### src/rtl/axi_stream_master.sv
`default_nettype none
// ============================================================================
// Module      : axi_stream_master
// Description : Emits one AXI-Stream style packet per accepted request. A
//               request (start with a non-zero len) produces len beats whose
//               payloads count up from first_data, wrapping modulo 2^DATA_W.
//               The final beat is flagged with last, and a single-cycle done
//               pulse follows it.
// Revision    : 1.0 - initial release
// ----------------------------------------------------------------------------
// Parameters
//   DATA_W     : stream payload width in bits
//   LEN_W      : packet length field width in bits
// Ports
//   clk        : in  - clock, all logic on the rising edge
//   reset_n    : in  - asynchronous active-low reset
//   start      : in  - packet request, honoured only in IDLE
//   len        : in  - packet length in beats, sampled with start (0 ignored)
//   first_data : in  - payload of beat 0, sampled with start
//   data       : out - stream payload (registered)
//   valid      : out - beat on data is offered (registered)
//   last       : out - final beat of the packet (registered)
//   ready      : in  - receiver accepts the current beat
//   busy       : out - high whenever the block is not in IDLE
//   done       : out - one-cycle pulse after the last beat transfers
// ============================================================================
module axi_stream_master #(
  parameter int DATA_W = 8,
  parameter int LEN_W  = 8
) (
  input  logic              clk,
  input  logic              reset_n,
  input  logic              start,
  input  logic [LEN_W-1:0]  len,
  input  logic [DATA_W-1:0] first_data,
  output logic [DATA_W-1:0] data,
  output logic              valid,
  output logic              last,
  input  logic              ready,
  output logic              busy,
  output logic              done
);

  typedef enum logic [1:0] {
    IDLE = 2'd0,
    SEND = 2'd1,
    DONE = 2'd2
  } state_t;

  localparam logic [LEN_W-1:0]  c_LEN_ZERO = '0;
  localparam logic [LEN_W-1:0]  c_LEN_ONE  = LEN_W'(1);
  localparam logic [LEN_W-1:0]  c_LEN_TWO  = LEN_W'(2);
  localparam logic [DATA_W-1:0] c_DATA_ONE = DATA_W'(1);

  state_t            r_state;
  logic [DATA_W-1:0] r_data;
  logic              r_valid;
  logic              r_last;
  logic              r_done;
  logic [LEN_W-1:0]  r_cnt;    // beats still to transfer, including the one on the bus

  state_t            w_state_nxt;
  logic [DATA_W-1:0] w_data_nxt;
  logic              w_valid_nxt;
  logic              w_last_nxt;
  logic              w_done_nxt;
  logic [LEN_W-1:0]  w_cnt_nxt;
  logic              w_accept;

  // A beat moves only when both sides agree on the same edge.
  assign w_accept = r_valid & ready;

  // --------------------------------------------------------------------------
  // State and output registers
  // --------------------------------------------------------------------------
  always_ff @(posedge clk or negedge reset_n) begin
    if (!reset_n) begin
      r_state <= IDLE;
      r_data  <= '0;
      r_valid <= 1'b0;
      r_last  <= 1'b0;
      r_done  <= 1'b0;
      r_cnt   <= '0;
    end else begin
      r_state <= w_state_nxt;
      r_data  <= w_data_nxt;
      r_valid <= w_valid_nxt;
      r_last  <= w_last_nxt;
      r_done  <= w_done_nxt;
      r_cnt   <= w_cnt_nxt;
    end
  end

  // --------------------------------------------------------------------------
  // Next-state and next-output logic
  // --------------------------------------------------------------------------
  always_comb begin
    // Default: hold everything (this is also the SEND stall behaviour);
    // done is a pulse so it defaults low.
    w_state_nxt = r_state;
    w_data_nxt  = r_data;
    w_valid_nxt = r_valid;
    w_last_nxt  = r_last;
    w_done_nxt  = 1'b0;
    w_cnt_nxt   = r_cnt;

    unique case (r_state)
      IDLE: begin
        // A zero-length request carries no beats and is dropped silently.
        if (start && (len != c_LEN_ZERO)) begin
          w_cnt_nxt   = len;
          w_data_nxt  = first_data;
          w_valid_nxt = 1'b1;
          w_last_nxt  = (len == c_LEN_ONE);
          w_state_nxt = SEND;
        end
      end

      SEND: begin
        if (w_accept) begin
          if (r_last) begin
            w_valid_nxt = 1'b0;
            w_last_nxt  = 1'b0;
            w_data_nxt  = '0;
            w_cnt_nxt   = '0;
            w_done_nxt  = 1'b1;
            w_state_nxt = DONE;
          end else begin
            w_data_nxt  = r_data + c_DATA_ONE;
            w_cnt_nxt   = r_cnt - c_LEN_ONE;
            // Two remaining now means exactly one remains after this beat.
            w_last_nxt  = (r_cnt == c_LEN_TWO);
          end
        end
      end

      DONE: begin
        w_state_nxt = IDLE;
      end

      default: begin
        w_state_nxt = IDLE;
        w_data_nxt  = '0;
        w_valid_nxt = 1'b0;
        w_last_nxt  = 1'b0;
        w_cnt_nxt   = '0;
      end
    endcase
  end

  assign data  = r_data;
  assign valid = r_valid;
  assign last  = r_last;
  assign done  = r_done;
  assign busy  = (r_state != IDLE);

endmodule
`default_nettype wire

### config.mk
export PLATFORM = sky130hd
export DESIGN_NAME = axi_stream_master
export DESIGN_NICKNAME = d
export VERILOG_FILES = /design/src/rtl/axi_stream_master.sv
export SDC_FILE = /design/constraint.sdc
export NUM_CORES = 1
export LEC_CHECK = 0
export ABC_AREA = 1
export BUFFER_PORTS_ARGS = -buffer_cell sky130_fd_sc_hd__buf_2
export CORE_MARGIN = 2
export CORE_UTILIZATION = 51
export CTS_BUF_LIST = sky130_fd_sc_hd__clkbuf_4
export DETAILED_ROUTE_END_ITERATION = 10
export PLACE_DENSITY_LB_ADDON = 0.15
export SLEW_MARGIN = 15
export SYNTH_ARGS = -nofsm -noshare
export SYNTH_HDL_FRONTEND = slang
export SYNTH_SLANG_ARGS = --single-unit
### constraint.sdc
create_clock -name clk -period 2.06 [get_ports clk]
set_input_delay 0.309 -clock clk [delete_from_list [all_inputs] [get_ports clk]]
set_output_delay 0.309 -clock clk [all_outputs]
set_load 0.05 [all_outputs]
==> results of run 1 <==
## logic make-up (layout without fill, tap and decap cells)
family | Yosys count | after routing | share of synthesized area
fa+ha+maj | 3 | 3 | 0.0260
xor+xnor | 2 | 2 | 0.0121
simple gates | 149 | 149 | 0.440
flops | 21 | 21 | 0.363
buf+inv | 28 | 61 | 0.0934
compound gates | 14 | 14 | 0.0649
## routing by layer
layer | vias to the layer above | track usage | routed length, microns
met4 | 0 | 0.0498 | 16
met2 | 26 | 0.356 | 1490
li1 | 742 | - | -
met1 | 626 | 0.318 | 1640
met5 | - | 0 | 0
met3 | 2 | 0.0317 | 131
## how the worst max path moves through the flow
| stage | end | slack, ps |
|---|---|---|
| finish | busy | 380 |
| global route | busy | 290 |
| CTS | busy | 370 |
| detailed placement | r_cnt[1]$_DFFE_PN0P_ | 670 |
| global placement | r_cnt[3]$_DFFE_PN0P_ | 670 |
| floorplan | valid$_DFFE_PN0P_ | 550 |
## metrics by stage
step / setup slack, ps / total power, mW / cells / instance area [sq um] / util
final: 377 / 2.22 / 281 / 1640 / 0.601
after global routing: 295 / 2.44 / 281 / 1640 / 0.601
after detailed placement: 673 / 2.01 / 276 / 1610 / 0.587
after CTS: 373 / 2.23 / 281 / 1640 / 0.601
after global placement: 674 / 2.00 / 276 / 1610 / 0.587
after floorplan: 555 / 1.76 / 217 / 1450 / -
## cell type report
class	count	area [sq um]
timing repair buffer	33	173
clock inverter	1	5.00
sequential	21	526
clock buffer	3	22.5
fill	270	1090
tap	31	38.8
inverter	24	92.6
multi-input combinational	168	786
## sequential cells by signal (all words and copies together) (netlist names)
| register | count |
|---|---|
| r_cnt | 8 |
| r_state | 2 |
| valid | 1 |
| data | 8 |
| last | 1 |
| done | 1 |
## report_power, final
group          total [mW]  switching [mW]  internal [mW]
Sequential          0.754           0.191          0.563
Combinational        1.26           0.857          0.401
Clock               0.206           0.133         0.0724
## critical path, delay by kind of cell (launching register included)
kind / cells / cell delay, ps
and+or+nand+nor: 1 / 240
buffers and inverters: 2 / 350
DFF: 1 / 480
## placed cells by master, fill, tap and decap left out, drive strengths merged
| cell type | synthesis | final |
|---|---|---|
| nand2 | 108 | 108 |
| o21ai | 10 | 10 |
| a21oi | 2 | 2 |
| a22o | 1 | 1 |
| xnor2 | 2 | 2 |
| nand3 | 14 | 14 |
| nand4 | 5 | 5 |
| inv | 24 | 24 |
| clkbuf | 0 | 3 |
| o22ai | 1 | 1 |
| buf | 4 | 32 |
| nor2 | 20 | 20 |
| nor4 | 2 | 2 |
| ha | 3 | 3 |
| clkinv | 0 | 1 |
| dlygate4sd3 | 0 | 1 |
| dfrtp | 21 | 21 |
## Yosys cell counts, drive strengths merged
cell / instances / area (sq um)
a22o: 1 / 8.76
dfrtp: 21 / 526
o21ai: 10 / 57.6
xnor2: 2 / 17.5
nand3: 14 / 70.1
nor4: 2 / 12.5
nor2: 20 / 90.1
o22ai: 1 / 6.26
nand4: 5 / 31.3
buf: 4 / 42.5
nand2: 108 / 433
inv: 24 / 92.6
a21oi: 2 / 21.3
ha: 3 / 37.5
## repair_timing
action | in CTS | in global routing
buffers inserted | 0 | 0
endpoints found under the hold margin | 21 | 0
hold buffers | 1 | 0
==> run metrics, run 1 <==
largest net degree at the start of global routing=22; CP endpoint kind=primary output; Vias=1396; share of layout cells above drive strength 1=0.204; r2r worst-path depth=7; CTS tree=done; worst hold path type=primary input to flip-flop; Post-CTS Resized=0; CTS root buf=clkbuf_4; Max Slew Vio Count=0; period utilization=0.817; Netlist Area Pre-Place=1450 sq um; slew margin rel.=0.676; vias per cell=4.97; clk buf depth=2; Area growth syn-to-layout=13.6%; status=completed; reg2reg setup slack=660 ps; worst-path cell chain=nor2_2, inv_1, buf_2; H-tree depth=1; achievable frequency=594 MHz; RSZ-0062 raised after global routing=no; Starting Density=0.529; DRT iter0 DRCs=67; RR Endpoint=data[2]$_DFFE_PN0P_; core footprint=2730 sq um; CP Class=flip-flop to primary output; sequential share of the synthesized area=0.363; initial antenna violation count=0; vias in the first global route=1289; Setup Skew=8.37 ps; Synth Warn #=0; Placer Congestion=0.808; WHS=289 ps; LEAKAGE=0.932 nW; grt total ovfl=0; DRT Pass-1 Iters=4; Hold Path End=data[3]$_DFFE_PN0P_; CP Max Fanout=6; Final Setup Violations=0; Die ar.=3280 sq um; Die H=57.3 microns; nets@finish=274; Hold Crit Start=first_data[3]; later-pin clock latency in the skew report=310 ps; cts bufs inserted=3; Post-Syn Area per Cell=6.67 sq um; Critical Path RT=1750 ps; FF-to-FF Start=r_state[0]$_DFFE_PN0P_; slowest CP cell=dfrtp_1; Synth cell types=25; Critical Path Max Stage Delay=480 ps; IO buf count=31; Max Cap Viol=0; Seq cells post-synth=21; row count=19; critical path launch point type=flip-flop; DRC violations left=0; Routed Antenna Nets=0; arrival time worst endpoint=1370 ps; final hold vios=0; Min Clock Period, post-route=1680 ps; n_diodes=0; Global Route Usage Sum=0.221; Worst Tran Pin Value=486 ps; post-synthesis cell count=217; Synth Net Count=240; Hold Path Stages=5; Ports=32; final wirelength=3280 microns; post-route setup TNS=0 ps; die width=57.3 microns; DPL Wire Length=2410 microns; routed len/inst=11.7 microns; Clock transition at path regs=130 ps; clock sink count=21; Setup crit start=r_state[1]$_DFFE_PN0P_; worst IR drop on VDD=844 uV; first-pass GRT wire length=5710 microns; pwr/cell area=1350 nW/um^2
Note: power is estimated with default switching activity, not from simulation.
==> run 2, diff against run 1 <==
==> constraint.sdc (replaced) <==
create_clock -name clk -period 1.6 [get_ports clk]
set_input_delay 0.24 -clock clk [delete_from_list [all_inputs] [get_ports clk]]
set_output_delay 0.24 -clock clk [all_outputs]
set_load 0.05 [all_outputs]
==> run 2 against run 1 <==
- non-clock buffer count up 2
- global-route usage decreased by 0.37 points
- register-to-register slack got worse by 430 ps
- worst setup slack got worse by 310 ps
- hold slack got worse by 72 ps
- final cell count is 0.71% higher
- clock power rose by 28%
- critical path type unchanged
==> run metrics, run 2 (synthesis results as in run 1) <==
status=completed; largest net degree at the start of global routing=22 (unchanged); internal power=1.35 mW (+30%); clock sink count=21 (unchanged); Starting Density=0.529 (unchanged); grt total ovfl=0 (unchanged); CP Class=flip-flop to primary output; FF-to-FF Start=r_state[0]$_DFFE_PN0P_; Placer Congestion=0.827 (+2.3%); Sw Share=0.531 (-0.00206); RR Endpoint=data[4]$_DFFE_PN0P_; worst IR drop on VDD=1290 uV (+53%); pwr/cell area=1720 nW/um^2 (+27%); post-route setup TNS=0 ps (unchanged); core footprint=2730 sq um (unchanged); arrival time worst endpoint=1290 ps (-80 ps); cts bufs inserted=3 (unchanged); Clock Power Share=0.092 (about the same); CTS root buf=clkbuf_4; Die H=57.3 microns (unchanged); later-pin clock latency in the skew report=310 ps (about the same); period utilization=0.959; achievable frequency=651 MHz; first-pass GRT wire length=5640 microns (-1.2%); vias per cell=5.05 (+1.6%); Max Cap Viol=0 (unchanged); DPL Wire Length=2370 microns (-1.8%); Routed Antenna Nets=0 (unchanged); Hold Path End=data[5]$_DFFE_PN0P_; sequential fraction of design power=0.336 (-0.004); Die ar.=3280 sq um (unchanged); share of layout cells above drive strength 1=0.214 (+0.0103); die width=57.3 microns (unchanged); Power, Total=2.88 mW (+30%); Hold Path Stages=5 (unchanged); H-tree depth=1 (unchanged); Area growth syn-to-layout=15.9%; switching power total=1.53 mW (+29%); commonest non-fill, non-tap cells in the layout=nand2_1 (103), buf_2 (31), inv_1 (21); routed len/inst=11.6 microns (-1.0%); slew margin rel.=0.679 (+0.00272); IO buf count=31 (unchanged); Clock transition at path regs=130 ps (about the same); worst hold path type=primary input to flip-flop; LEAKAGE=0.946 nW (+1.5%); DRC violations left=0 (unchanged); DRT Pass-1 Iters=4 (unchanged); critical path launch point type=flip-flop; DRT iter0 DRCs=51 (-24%); Max Slew Vio Count=0 (unchanged); r2r worst-path depth=8 (+1); Final Setup Violations=0 (unchanged); CTS tree=done; final hold vios=0 (unchanged); Setup Skew=6.79 ps (-1.59 ps); Logic pwr share=0.573 (+0.006); vias in the first global route=1294 (+0.39%); Ports=32 (unchanged); n_diodes=0 (unchanged); most common cell after layout, fill and taps aside=nand2_1; Vias=1429 (+2.4%); reg2reg setup slack=230 ps (-430 ps); clk buf depth=2 (unchanged); Min Clock Period, post-route=1530 ps; RSZ-0062 raised after global routing=no; Worst Tran Pin Value=482 ps (-4.08 ps); Global Route Usage Sum=0.218 (-0.00370); CP Max Fanout=5 (-1); initial antenna violation count=0 (unchanged); Setup crit start=r_state[1]$_DFFE_PN0P_; Critical Path RT=1360 ps (-390 ps); final wirelength=3270 microns (-0.34%); nets@finish=276 (+0.73%); CP endpoint kind=primary output; Hold Crit Start=first_data[5]; row count=19 (unchanged)
## run 2: worst max path at each step
stage                     endpoint  depth (start not counted)  slack [ps]
3_5_place_dp   data[4]$_DFFE_PN0P_                          8         280
2_1_floorplan    valid$_DFFE_PN0P_                          8          90
4_1_cts                       busy                          3          20
5_1_grt                       busy                          3           2
3_3_place_gp   data[4]$_DFFE_PN0P_                          8         290
6_report                      busy                          3          70
## run 2: timing repair
action,CTS,global route
hold endpoints to repair,21,0
setup buffers,0,1
gates resized for setup,1,2
setup endpoints to repair,1,2
pin swaps,0,1
hold buffers,1,0
## run 2: worst max-delay path: stages, from the launching register on
cell	delay (ps)
dfrtp_2	480
nor2_4	190
inv_1	90
buf_2	220
## run 2: cell type report
class / instances / area (sq um)
sequential: 21 / 527
timing repair buffer: 35 / 200
inverter: 24 / 92.6
multi-input combinational: 168 / 791
fill: 273 / 1060
clock buffer: 3 / 22.5
clock inverter: 1 / 5.00
tap: 31 / 38.8
## run 2: power by group through the flow
stage | clock network, mW | registers, mW | logic [mW]
6_report | 0.264 | 0.965 | 1.65
5_1_grt | 0.301 | 0.999 | 1.85
4_1_cts | 0.271 | 0.961 | 1.64
3_5_place_dp | 0 | 0.970 | 1.63
3_3_place_gp | 0 | 0.967 | 1.62
2_1_floorplan | 0 | 1.27 | 1.00
## run 2: layer usage
metal,wire length [microns],track usage,vias to the layer above,part of all wire
li1,-,-,745,-
met1,1490,0.294,638,0.46
met2,1560,0.373,44,0.48
met3,212,0.0408,2,0.065
met4,8,0.0332,0,0.0024
met5,0,0,-,0
## run 2: through the flow
stage,std cells,hold slack (ps),utilization,area [sq um],setup slack (ps)
global placement,277,233,0.595,1630,286
detailed placement,277,226,0.595,1630,281
finish,283,217,0.613,1680,65.0
CTS,282,211,0.610,1670,20.6
floorplan,217,-55.6,-,1450,94.7
global route,283,210,0.613,1680,1.58
